## config.mk

```make
export PLATFORM = sky130hd
export DESIGN_NAME = minx16_dbus_target
export DESIGN_NICKNAME = d
export VERILOG_FILES = /design/src/rtl/minx16_dbus_pkg.sv /design/src/rtl/minx16_regfile.sv /design/src/rtl/minx16_dbus_target.sv
export SDC_FILE = /design/constraint.sdc
export NUM_CORES = 1
export LEC_CHECK = 0
export CAP_MARGIN = 25
export CORE_UTILIZATION = 40
export CTS_CLUSTER_DIAMETER = 200
export DETAILED_ROUTE_END_ITERATION = 10
export PLACE_DENSITY = 0.59
export SYNTH_ARGS = -nofsm -noshare
export SYNTH_HDL_FRONTEND = slang
export SYNTH_SLANG_ARGS = --single-unit
```

## constraint.sdc

```tcl
create_clock -name clk_i -period 29.4 [get_ports clk_i]
set_input_delay 8.82 -clock clk_i [delete_from_list [all_inputs] [get_ports clk_i]]
set_output_delay 8.82 -clock clk_i [all_outputs]
set_load 0.01 [all_outputs]
```

## src/rtl/minx16_dbus_pkg.sv

```systemverilog
// Shared types and constants for the Minx16 dbus target.
// Covers the bus widths, the FSM and transfer-direction enums, and the byte-lane mask helper.
package minx16_dbus_pkg;

    localparam int AD_W  = 16;
    localparam int STB_W = 2;

    // Pad-enable value that leaves every AD line released (pad-oeb sense).
    localparam logic [AD_W-1:0] AD_RELEASED = 16'hFFFF;

    typedef enum logic [1:0] {
        ST_IDLE,
        ST_SEL,
        ST_WAIT,
        ST_RESP
    } state_t;

    typedef enum logic [1:0] {
        DIR_RD,
        DIR_WR,
        DIR_ERR
    } dir_t;

    function automatic logic [AD_W-1:0] lane_mask(input logic [STB_W-1:0] stb);
        return {{8{stb[1]}}, {8{stb[0]}}};
    endfunction

endpackage

```

## src/rtl/minx16_regfile.sv

```systemverilog
// Byte-writable register file with async clear.
// One read port feeds the bus-side output register; the other is a combinational debug tap.
module minx16_regfile
    import minx16_dbus_pkg::*;
#(
    parameter int ADDR_BITS = 4
) (
    input  logic                 clk_i,
    input  logic                 rst_i,
    input  logic [STB_W-1:0]     wr_stb,
    input  logic [ADDR_BITS-1:0] wr_addr,
    input  logic [AD_W-1:0]      wr_data,
    input  logic [ADDR_BITS-1:0] rd_addr,
    output logic [AD_W-1:0]      rd_data,
    input  logic [ADDR_BITS-1:0] dbg_addr,
    output logic [AD_W-1:0]      dbg_data
);

    localparam int DEPTH = 1 << ADDR_BITS;

    logic [AD_W-1:0] words [DEPTH];
    logic [AD_W-1:0] mask;

    assign mask = lane_mask(wr_stb);

    // NOTE: the file is small and must read back as zero after reset, so it is built
    // from resettable flops rather than a RAM macro; every word is cleared explicitly.
    always_ff @(posedge clk_i or posedge rst_i) begin
        if (rst_i) begin
            for (int i = 0; i < DEPTH; i++) begin
                words[i] <= '0;
            end
        end else if (wr_stb != '0) begin
            words[wr_addr] <= (words[wr_addr] & ~mask) | (wr_data & mask);
        end
    end

    assign rd_data  = words[rd_addr];
    assign dbg_data = words[dbg_addr];

endmodule

```

## src/rtl/minx16_dbus_target.sv

```systemverilog
// Minx16 dbus responder: window decode, wait states, rdy handshake and read drive.
// The top word of the register file doubles as a mailbox that raises intr_o.
module minx16_dbus_target
    import minx16_dbus_pkg::*;
#(
    parameter logic [15:0] BASE      = 16'hF000,
    parameter int          ADDR_BITS = 4,
    parameter int          WAIT      = 1
) (
    input  logic                 clk_i,
    input  logic                 rst_i,
    input  logic [AD_W-1:0]      ad_i,
    output logic [AD_W-1:0]      ad_o,
    output logic [AD_W-1:0]      ad_e,
    input  logic                 ale_i,
    input  logic [STB_W-1:0]     stb_i,
    input  logic                 rd_i,
    input  logic                 wr_i,
    output logic                 rdy_o,
    output logic                 rdy_e,
    output logic                 intr_o,
    input  logic                 inta_i,
    output logic                 err_o,
    input  logic [ADDR_BITS-1:0] dbg_addr_i,
    output logic [AD_W-1:0]      dbg_data_o
);

    localparam logic [3:0] WAIT_CNT = 4'(WAIT);
    localparam logic [ADDR_BITS-1:0] MBOX_ADDR = '1;

    state_t                 state, state_next;
    dir_t                   dir_q, dir_next;
    logic [ADDR_BITS-1:0]   addr_q, addr_next;
    logic [STB_W-1:0]       stb_q, stb_next;
    logic [3:0]             cnt_q, cnt_next;

    logic                   hit;
    logic                   resp_next;
    logic                   read_next;
    logic [STB_W-1:0]       wr_stb;
    logic                   mbox_set;
    logic [AD_W-1:0]        rd_data;

    assign hit = ale_i && (ad_i[AD_W-1:ADDR_BITS] == BASE[AD_W-1:ADDR_BITS]);

    // NOTE: every output of this block gets a default first, so no path leaves a
    // signal unassigned and no latch is inferred.
    always_comb begin
        state_next = state;
        dir_next   = dir_q;
        addr_next  = addr_q;
        stb_next   = stb_q;
        cnt_next   = cnt_q;
        unique case (state)
            ST_IDLE: begin
                if (hit) begin
                    addr_next  = ad_i[ADDR_BITS-1:0];
                    stb_next   = stb_i;
                    state_next = ST_SEL;
                end
            end
            ST_SEL: begin
                if (ale_i) begin
                    if (hit) begin
                        addr_next = ad_i[ADDR_BITS-1:0];
                        stb_next  = stb_i;
                    end else begin
                        state_next = ST_IDLE;
                    end
                end else if (rd_i || wr_i) begin
                    if (rd_i && wr_i) begin
                        dir_next = DIR_ERR;
                    end else if (rd_i) begin
                        dir_next = DIR_RD;
                    end else begin
                        dir_next = DIR_WR;
                    end
                    cnt_next   = WAIT_CNT;
                    state_next = (WAIT == 0) ? ST_RESP : ST_WAIT;
                end
            end
            ST_WAIT: begin
                cnt_next = cnt_q - 4'd1;
                if (cnt_q <= 4'd1) begin
                    state_next = ST_RESP;
                end
            end
            ST_RESP: begin
                state_next = ST_IDLE;
            end
            default: begin
                state_next = ST_IDLE;
            end
        endcase
    end

    // NOTE: sequential state uses non-blocking assignments so every flop samples
    // the pre-edge values, independent of statement order.
    always_ff @(posedge clk_i or posedge rst_i) begin
        if (rst_i) begin
            state  <= ST_IDLE;
            dir_q  <= DIR_RD;
            addr_q <= '0;
            stb_q  <= '0;
            cnt_q  <= '0;
        end else begin
            state  <= state_next;
            dir_q  <= dir_next;
            addr_q <= addr_next;
            stb_q  <= stb_next;
            cnt_q  <= cnt_next;
        end
    end

    // Write data is taken at the edge that ends RESP, while the CPU still holds it.
    assign wr_stb   = (state == ST_RESP && dir_q == DIR_WR) ? stb_q : '0;
    assign mbox_set = (wr_stb != '0) && (addr_q == MBOX_ADDR);

    minx16_regfile #(
        .ADDR_BITS (ADDR_BITS)
    ) u_regfile (
        .clk_i    (clk_i),
        .rst_i    (rst_i),
        .wr_stb   (wr_stb),
        .wr_addr  (addr_q),
        .wr_data  (ad_i),
        .rd_addr  (addr_q),
        .rd_data  (rd_data),
        .dbg_addr (dbg_addr_i),
        .dbg_data (dbg_data_o)
    );

    // Outputs are registered from the next state so they are valid throughout RESP.
    assign resp_next = (state_next == ST_RESP);
    assign read_next = resp_next && (dir_next == DIR_RD);

    always_ff @(posedge clk_i or posedge rst_i) begin
        if (rst_i) begin
            ad_o   <= '0;
            ad_e   <= AD_RELEASED;
            rdy_o  <= 1'b0;
            rdy_e  <= 1'b1;
            err_o  <= 1'b0;
            intr_o <= 1'b0;
        end else begin
            rdy_o <= resp_next;
            rdy_e <= !resp_next;
            err_o <= resp_next && (dir_next == DIR_ERR);
            if (read_next) begin
                ad_o <= rd_data;
                ad_e <= '0;
            end else begin
                ad_o <= '0;
                ad_e <= AD_RELEASED;
            end
            if (mbox_set) begin
                intr_o <= 1'b1;
            end else if (inta_i) begin
                intr_o <= 1'b0;
            end
        end
    end

endmodule
```

==> flow_summary.ini, run 1 <==
[run]
maxCapViolations = 0

[synthesis]
ys_async_sr_fraction = 1.00
yosysSeqAreaShare = 0.480
syn_inst = 1401
ys_ff_latch = 291
ys_top_cells_by_area = dfrtp_1 (48%), mux4_2 (12%), mux2i_1 (8.5%), a31oi_1 (5.3%), nor2_1 (4.7%)
yosysTopAreaCell = dfrtp_1
synth.cell_area_um2 = 15200
avgSynthCellArea_um2 = 10.8
post-synth-top-count-cell = dfrtp_1
ys.flop_type = dfrtp_1
synthDominantCellAreaShare = 0.477
synth.distinct_cells = 47
synth_edf_count = 0
syn_nets = 1431
ys.warnings.count = 0
synth_common_cells = dfrtp_1 (289), nor2_1 (188), a31oi_1 (128), mux2i_1 (128), nand2_1 (96)

[clock_network]
cts.sinks = 291
clock_path_buffers = 3
numCtsBuffers = 34
clk_latency_ns = 0.53
htreeDepth = 2
cts_resized = 0
cts_hold_buf = 0
clockRootBuffer = clkbuf_16
cts_tree = yes
post_cts_buffers = 0
path_clk_slew_ns = 0.06

[global_routing]
grt_overflow = 0
antenna_found_initial = 1
grt_max_degree = 185
grt_pass1_wl_mm = 72.4
grt_pass1_vias = 11400
grtUsageTotal = 0.249

[layout]
num_antenna_cells = 0
fin_nets = 1434
fin_util = 0.468
drive_gt1_frac = 0.145
final_cells = 1932
syn2layout_area_growth_pct = 14.0

[min_path]
holdPathStages = 1
hp-class = reg2reg

[status]
status = complete, no violations

[timing]
clock.fmax_mhz = 49.0
finClkSkew_ns = 0.0135
hold_violations = 0
fin_ws_ns = 8.99
rsz0062_at_grt = false
worst_slew_pin_slew_ns = 1.15
min_period_over_period = 0.694
final-max-slew-violation-count = 0
slew_headroom = 0.236
period_minus_slack_ns = 20.41
setup_viol = 0
fin_setup_tns_ns = 0

[critical_path]
crit_fanout = 40
cp.arrival_ns = 11.59
startpoint_type = primary input
worstSetupPathType = in2out
reg2reg_depth = 5
cp.required_ns = 20.58
worst_setup_path_end_kind = output pin

[die]
core_um2 = 37000
die_h_um = 197
dieWidth_um = 197
io_pins = 80
dieArea_um2 = 38700
start_util = 0.410
rows = 70

[power]
totalPowerFinal_uw = 862
total_leakage_power_nw = 6.14
powerDensity_nw_per_um2 = 49.8
vdd_drop_max_mv = 0.0298

[detailed_routing]
postRouteAntennaNets = 0
drt_iter0_markers = 1263
wl_per_cell_um = 24.7
drtPass1Iterations = 5
drt-vias-per-instance = 6.06
vias = 11700
drc = 0
routed_wirelength_mm = 47.7

[placed_design]
dp_cells = 1871
io_buffers = 79
dpl.hpwl_mm = 27.3
dp_slack_ns = 8.95
gp_congestion = 0.817
==> layout make-up <==
class	instances	area (µm²)
timing repair buffer	110	1030
clock inverter	8	92.6
tap	504	631
multi-input combinational	961	7160
inverter	6	30.0
sequential	291	7290
fill	3468	19700
clock buffer	52	1050
==> logic make-up after synthesis <==
| kind of cell | share of synthesized area |
|---|---|
| fa+ha+maj | 0.00165 |
| flops | 0.480 |
| mux | 0.208 |
| buf+inv | 0.0525 |
| simple gates | 0.111 |
| compound gates | 0.146 |
| xor+xnor | 0.000578 |
==> final timing paths <==
path,from,end,slack [ns]
worst min register to register,intr_o$_DFFE_PP0P_,intr_o$_DFFE_PP0P_,0.49
max in group asynchronous,rst_i,u_regfile.words[67]$_DFFE_PP0P_,19.00
worst max-delay path,dbg_addr_i[0],dbg_data_o[6],8.99
worst min-delay path,intr_o$_DFFE_PP0P_,intr_o$_DFFE_PP0P_,0.49
worst max register to register,addr_q[1]$_DFFE_PP0P_,u_regfile.words[136]$_DFFE_PP0P_,25.17
min in group asynchronous,rst_i,u_regfile.words[80]$_DFFE_PP0P_,8.85
==> flip-flops by register name (all words and copies together), names as in the netlist <==
name and count:
rdy_o 1, cnt_q 4, u_regfile.words 256, rdy_e 1
ad_o 16, addr_q 4, ad_e 1, dir_q 2
intr_o 1, err_o 1, stb_q 2, state 2
==> through the flow <==
stage / cell area [µm²] / hold WS, ns
detailed placement: 16100 / 0.474
global placement: 16100 / 0.466
global route: 17300 / 0.501
CTS: 17300 / 0.484
finish: 17300 / 0.487
floorplan: 15200 / 0.449
==> report_power, final <==
part | total, mW | switching, mW | leakage (nW) | internal (mW)
Combinational | 0.0275 | 0.0186 | 2.87 | 0.00889
Clock | 0.433 | 0.169 | 0.564 | 0.264
Sequential | 0.401 | 0.000448 | 2.70 | 0.401
Total | 0.862 | 0.188 | 6.14 | 0.674
==> layer usage <==
metal	vias up	GRT usage	part of all wire
met2	478	0.393	0.47
li1	5181	-	-
met3	100	0.0474	0.078
met5	-	0	0
met1	5956	0.345	0.42
met4	0	0.0841	0.029
==> layout by cell type (no fill, tap or decap), drive strengths merged, types with 2 or more instances in the layout <==
master / n
mux4: 80
nand2b: 4
and2: 5
dfstp: 2
nand3b: 12
dfrtp: 289
nand3: 33
bufinv: 2
a22oi: 62
o31a: 4
clkdlybuf4s50: 77
o21ai: 88
nor4: 3
buf: 33
nor3: 6
mux2i: 128
nand2: 96
nor2b: 8
and3: 12
clkinv: 5
clkbuf: 52
a31oi: 128
or4: 5
inv: 6
ha: 2
a21oi: 77
mux2: 6
nor2: 188
a22o: 2
==> worst max-delay path, cell delays in order <==
cell             delay [ns]
buf_4                  0.38
buf_4                  0.70
mux4_2                 0.59
mux4_2                 0.52
clkdlybuf4s50_1        0.53
No activity file was read; power rests on OpenSTA's default activity.
==> inputs of run 2 (changes only) <==
clock period = 19.6 ns   (was 29.4 ns; I/O delays follow)
==> run 2 against run 1 <==
Sequential power rose by 50%; die area did not move; worst hold slack lost 0.0033 ns; critical path depth stayed put; utilization shrank 0.28 points; sequential share of layout area grew 0.25 points; via count shrank 1.2%; cell area decreased by 0.59%; critical path type unchanged.
==> flow_summary.ini, run 2 (synthesis results as in run 1) <==
[status]
status = complete, no violations

[detailed_routing]
drt-vias-per-instance = 6.00
routed_wirelength_mm = 46.9
drtPass1Iterations = 5
wl_per_cell_um = 24.3
vias = 11600
postRouteAntennaNets = 0
drt_iter0_markers = 1116
drc = 0

[layout]
reg.largest.list = u_regfile.words x256, ad_o x16
mostFrequentLayoutCells = dfrtp_1 (288), nor2_1 (184), mux2i_1 (128), a31oi_1 (128), nand2_1 (96)
fin_nets = 1432
drive_gt1_frac = 0.147
num_antenna_cells = 0
syn2layout_area_growth_pct = 13.4
final_common_cell = dfrtp_1
largest_register_ffs = 256
largest-register = u_regfile.words

[power]
powerDensity_nw_per_um2 = 71.8
vdd_drop_max_mv = 0.0408
totalPowerFinal_mw = 1.23
total_leakage_power_nw = 6.09

[global_routing]
grt_pass1_vias = 11300
grt_overflow = 0
grtUsageTotal = 0.248
antenna_found_initial = 0
grt_max_degree = 165
grt_pass1_wl_mm = 72.3

[clock_network]
clk_latency_ns = 0.56
cts.sinks = 291
cts_resized = 0
post_cts_buffers = 0
cts_hold_buf = 0
clock_path_buffers = 3
path_clk_slew_ns = 0.06
numCtsBuffers = 31
htreeDepth = 1
clockRootBuffer = clkbuf_16
cts_tree = yes

[critical_path]
cpPeakStageDelay_ns = 0.69
regToRegStartpoint = addr_q[1]$_DFFE_PP0P_
cp_cell_sequence = buf_4 > buf_4 > mux4_2 > mux4_2 > clkdlybuf4s50_1
path_delay_family = buffers and inverters
cp.arrival_ns = 8.65
crit_fanout = 40
slowest_stage = buf_4
cp.required_ns = 13.72
r2r_slack_ns = 15.27
worst_setup_path_end_kind = output pin
worstSetupPathType = in2out
startpoint_type = primary input
reg2reg_depth = 6
rr_endpoint = u_regfile.words[137]$_DFFE_PP0P_
path_buf_inv = 3

[die]
core_um2 = 37000
die_h_um = 197
start_util = 0.410
rows = 70
dieWidth_um = 197
dieArea_um2 = 38700
io_pins = 80

[timing]
period_minus_slack_ns = 14.53
final-max-slew-violation-count = 0
worst_slew_pin_slew_ns = 1.02
min_period_over_period = 0.741
setup_viol = 0
finClkSkew_ns = 0.0119
hold_violations = 0
clock.fmax_mhz = 68.8
fin_setup_tns_ns = 0
slew_headroom = 0.319
rsz0062_at_grt = false

[placed_design]
io_buffers = 79
gp_congestion = 0.815
dpl.hpwl_mm = 26.9

[min_path]
holdPathEnd = cnt_q[3]$_DFFE_PP0P_
hp-class = reg2reg
holdPathStages = 1
hold_path_startpoint = cnt_q[3]$_DFFE_PP0P_

[run]
maxCapViolations = 0
-- run 2: cell types whose count changed in the layout (fill, tap and decap cells not counted), moves of 2 or more --
cell,change
clkbuf_8,+4
clkbuf_1,-6
clkbuf_16,-6
clkinv_2,+3
clkinvlp_4,+2
-- run 2: cell type report --
class                      count  area (µm²)
clock buffer                  44         935
clock inverter                13         101
fill                        3404       19800
inverter                       6        30.0
multi-input combinational    961        7160
sequential                   291        7290
tap                          504         631
timing repair buffer         111        1040
-- run 2: routing by layer --
metal / vias to the layer above / track usage / routed length [µm]
met4: 0 / 0.0672 / 1150
met1: 5888 / 0.358 / 20900
met2: 440 / 0.385 / 21600
li1: 5175 / - / -
met3: 74 / 0.0435 / 3330
met5: - / 0 / 0
-- run 2: per-stage QoR --
stage	utilization	std cells	area [µm²]	setup slack, ns	hold WS, ns
2_1_floorplan	-	1401	15200	5.69	0.449
3_3_place_gp	0.437	1872	16100	5.09	0.466
3_5_place_dp	0.437	1872	16100	5.03	0.475
4_1_cts	0.465	1929	17200	5.03	0.487
5_1_grt	0.465	1930	17200	4.93	0.512
6_report	0.465	1930	17200	5.07	0.483
-- run 2: worst max-delay path by stage --
stage	slack, ns	from	cells past startpoint	end
after floorplan	5.69	rst_i	1	ad_o[0]$_DFF_PP0_
after global placement	5.09	dbg_addr_i[0]	5	dbg_data_o[8]
after detailed placement	5.03	dbg_addr_i[0]	5	dbg_data_o[12]
after CTS	5.03	dbg_addr_i[0]	5	dbg_data_o[8]
after global routing	4.93	dbg_addr_i[0]	5	dbg_data_o[8]
final	5.07	dbg_addr_i[0]	5	dbg_data_o[8]
-- run 2: power breakdown --
group | switching (mW) | internal, mW | leakage [nW]
registers | 0.000609 | 0.601 | 2.70
clock network | 0.247 | 0.343 | 0.513
logic | 0.0277 | 0.0133 | 2.87
==> inputs of run 3 (changes only) <==
PLACE_DENSITY = 0.61   (was 0.59)
clock period = 12.1 ns   (was 19.6 ns; I/O delays follow)
==> run 3 against run 2 <==
Die area is the same; critical path type unchanged; critical endpoint is now dbg_data_o[3]; utilization grew 0.16 points; largest cell class unchanged; via count grew 0.27%; worst hold slack gained 0.0073 ns; highest routed layer unchanged.
==> flow_summary.ini, run 3 (synthesis results as in run 1) <==
[critical_path]
worst_setup_path_end_kind = output pin
worstSetupPathType = in2out
startpoint_type = primary input
reg2reg_depth = 6
cp.required_ns = 8.47
crit_fanout = 32
cp.arrival_ns = 6.10

[clock_network]
cts_resized = 0
clk_latency_ns = 0.56
clock_path_buffers = 3
clockRootBuffer = clkbuf_16
post_cts_buffers = 0
cts.sinks = 291
numCtsBuffers = 31
cts_tree = yes
cts_hold_buf = 0
htreeDepth = 1
path_clk_slew_ns = 0.06

[timing]
slew_headroom = 0.310
final-max-slew-violation-count = 0
rsz0062_at_grt = false
finClkSkew_ns = 0.0120
fin_setup_tns_ns = 0
min_period_over_period = 0.804
worst_slew_pin_slew_ns = 1.04
hold_violations = 0
period_minus_slack_ns = 9.73
setup_viol = 0
clock.fmax_mhz = 103

[layout]
num_antenna_cells = 0
final_common_cell = dfrtp_1
largest_register_ffs = 256
drive_gt1_frac = 0.143
fin_nets = 1435
largest-register = u_regfile.words
final_cells = 1933
mostFrequentLayoutCells = dfrtp_1 (288), nor2_1 (184), mux2i_1 (128), a31oi_1 (128), nand2_1 (96)
reg.largest.list = u_regfile.words x256, ad_o x16
syn2layout_area_growth_pct = 13.7

[power]
swShare = 0.216
seqPwrFrac = 0.483
powerDensity_nw_per_um2 = 117
total_leakage_power_nw = 6.13
vdd_drop_max_mv = 0.0844
power.switching_uw = 436
power_frac_clock = 0.483
comb_power_share = 0.033
p_int_mw = 1.58

[die]
core_um2 = 37000
io_pins = 80
start_util = 0.410
dieWidth_um = 197
dieArea_um2 = 38700
die_h_um = 197
rows = 70

[global_routing]
grt_pass1_wl_mm = 71.3
met3_usage = 0.0406
antenna_found_initial = 0
grtUsageTotal = 0.243
use_met2 = 0.396
met1_usage = 0.335
grt_max_degree = 158
grt_overflow = 0
grt_pass1_vias = 11400
grt.busiest_layer = met2

[min_path]
hp-class = reg2reg
holdPathStages = 1

[detailed_routing]
drt_iter0_markers = 1206
vias = 11600
wl_per_cell_um = 23.9
routed_wirelength_mm = 46.2
drt-vias-per-instance = 6.01
drtPass1Iterations = 6
postRouteAntennaNets = 0
drc = 0

[status]
status = complete, no violations

[run]
maxCapViolations = 0

[placed_design]
gp_congestion = 0.824
dp_cells = 1875
io_buffers = 79
dpl.hpwl_mm = 27.2
==> run 3: cell count changes in the layout (fill, tap and decap cells not counted), moves of 2 or more <==
cell	previous run	this run
buf_4	33	35
clkbuf_8	11	8
clkbuf_1	2	9
clkinvlp_4	3	0
bufinv_16	1	3
clkinv_2	8	5
==> run 3: layout make-up <==
class	count	area, µm²
multi-input combinational	961	7170
tap	504	631
sequential	291	7290
inverter	6	30.0
clock buffer	48	920
clock inverter	9	126
fill	3397	19700
timing repair buffer	114	1080
==> run 3: metrics by stage <==
stage / setup slack (ns) / util / hold WS [ns] / total power [mW] / cell area, µm²
global placement: 2.39 / 0.437 / 0.473 / 1.06 / 16200
finish: 2.37 / 0.467 / 0.491 / 2.02 / 17200
CTS: 2.35 / 0.466 / 0.495 / 2.04 / 17200
floorplan: 0.439 / - / 0.449 / 1.03 / 15200
global route: 2.26 / 0.467 / 0.523 / 2.08 / 17200
detailed placement: 2.33 / 0.438 / 0.481 / 1.06 / 16200
==> run 3: power groups by stage <==
stage / Clock, mW / Combinational [mW] / Sequential (mW)
3_5_place_dp: 0 / 0.0681 / 0.993
6_report: 0.975 / 0.0670 / 0.975
4_1_cts: 0.993 / 0.0682 / 0.975
3_3_place_gp: 0 / 0.0668 / 0.993
2_1_floorplan: 0 / 0.0417 / 0.993
5_1_grt: 1.03 / 0.0743 / 0.974
==> run 3: final timing paths <==
kind                                  startpoint                                to  slack [ns]
min reg2reg                 cnt_q[3]$_DFFE_PP0P_              cnt_q[3]$_DFFE_PP0P_        0.49
max                                dbg_addr_i[1]                     dbg_data_o[3]        2.37
max reg2reg                addr_q[1]$_DFFE_PP0P_  u_regfile.words[241]$_DFFE_PP0P_        8.65
min                         cnt_q[3]$_DFFE_PP0P_              cnt_q[3]$_DFFE_PP0P_        0.49
min in group asynchronous                  rst_i  u_regfile.words[113]$_DFFE_PP0P_        3.37
max in group asynchronous                  rst_i  u_regfile.words[101]$_DFFE_PP0P_        7.64
==> run 3: critical path, cell delays in order <==
cell and delay (ns):
buf_4 0.43, buf_4 0.43, mux4_2 0.55, mux4_2 0.53
clkdlybuf4s50_1 0.51
==> run 3: layer usage <==
metal	vias up	routed length, µm
met3	84	3670
met4	0	1210
met1	5853	19400
li1	5170	-
met2	501	21900
met5	-	0
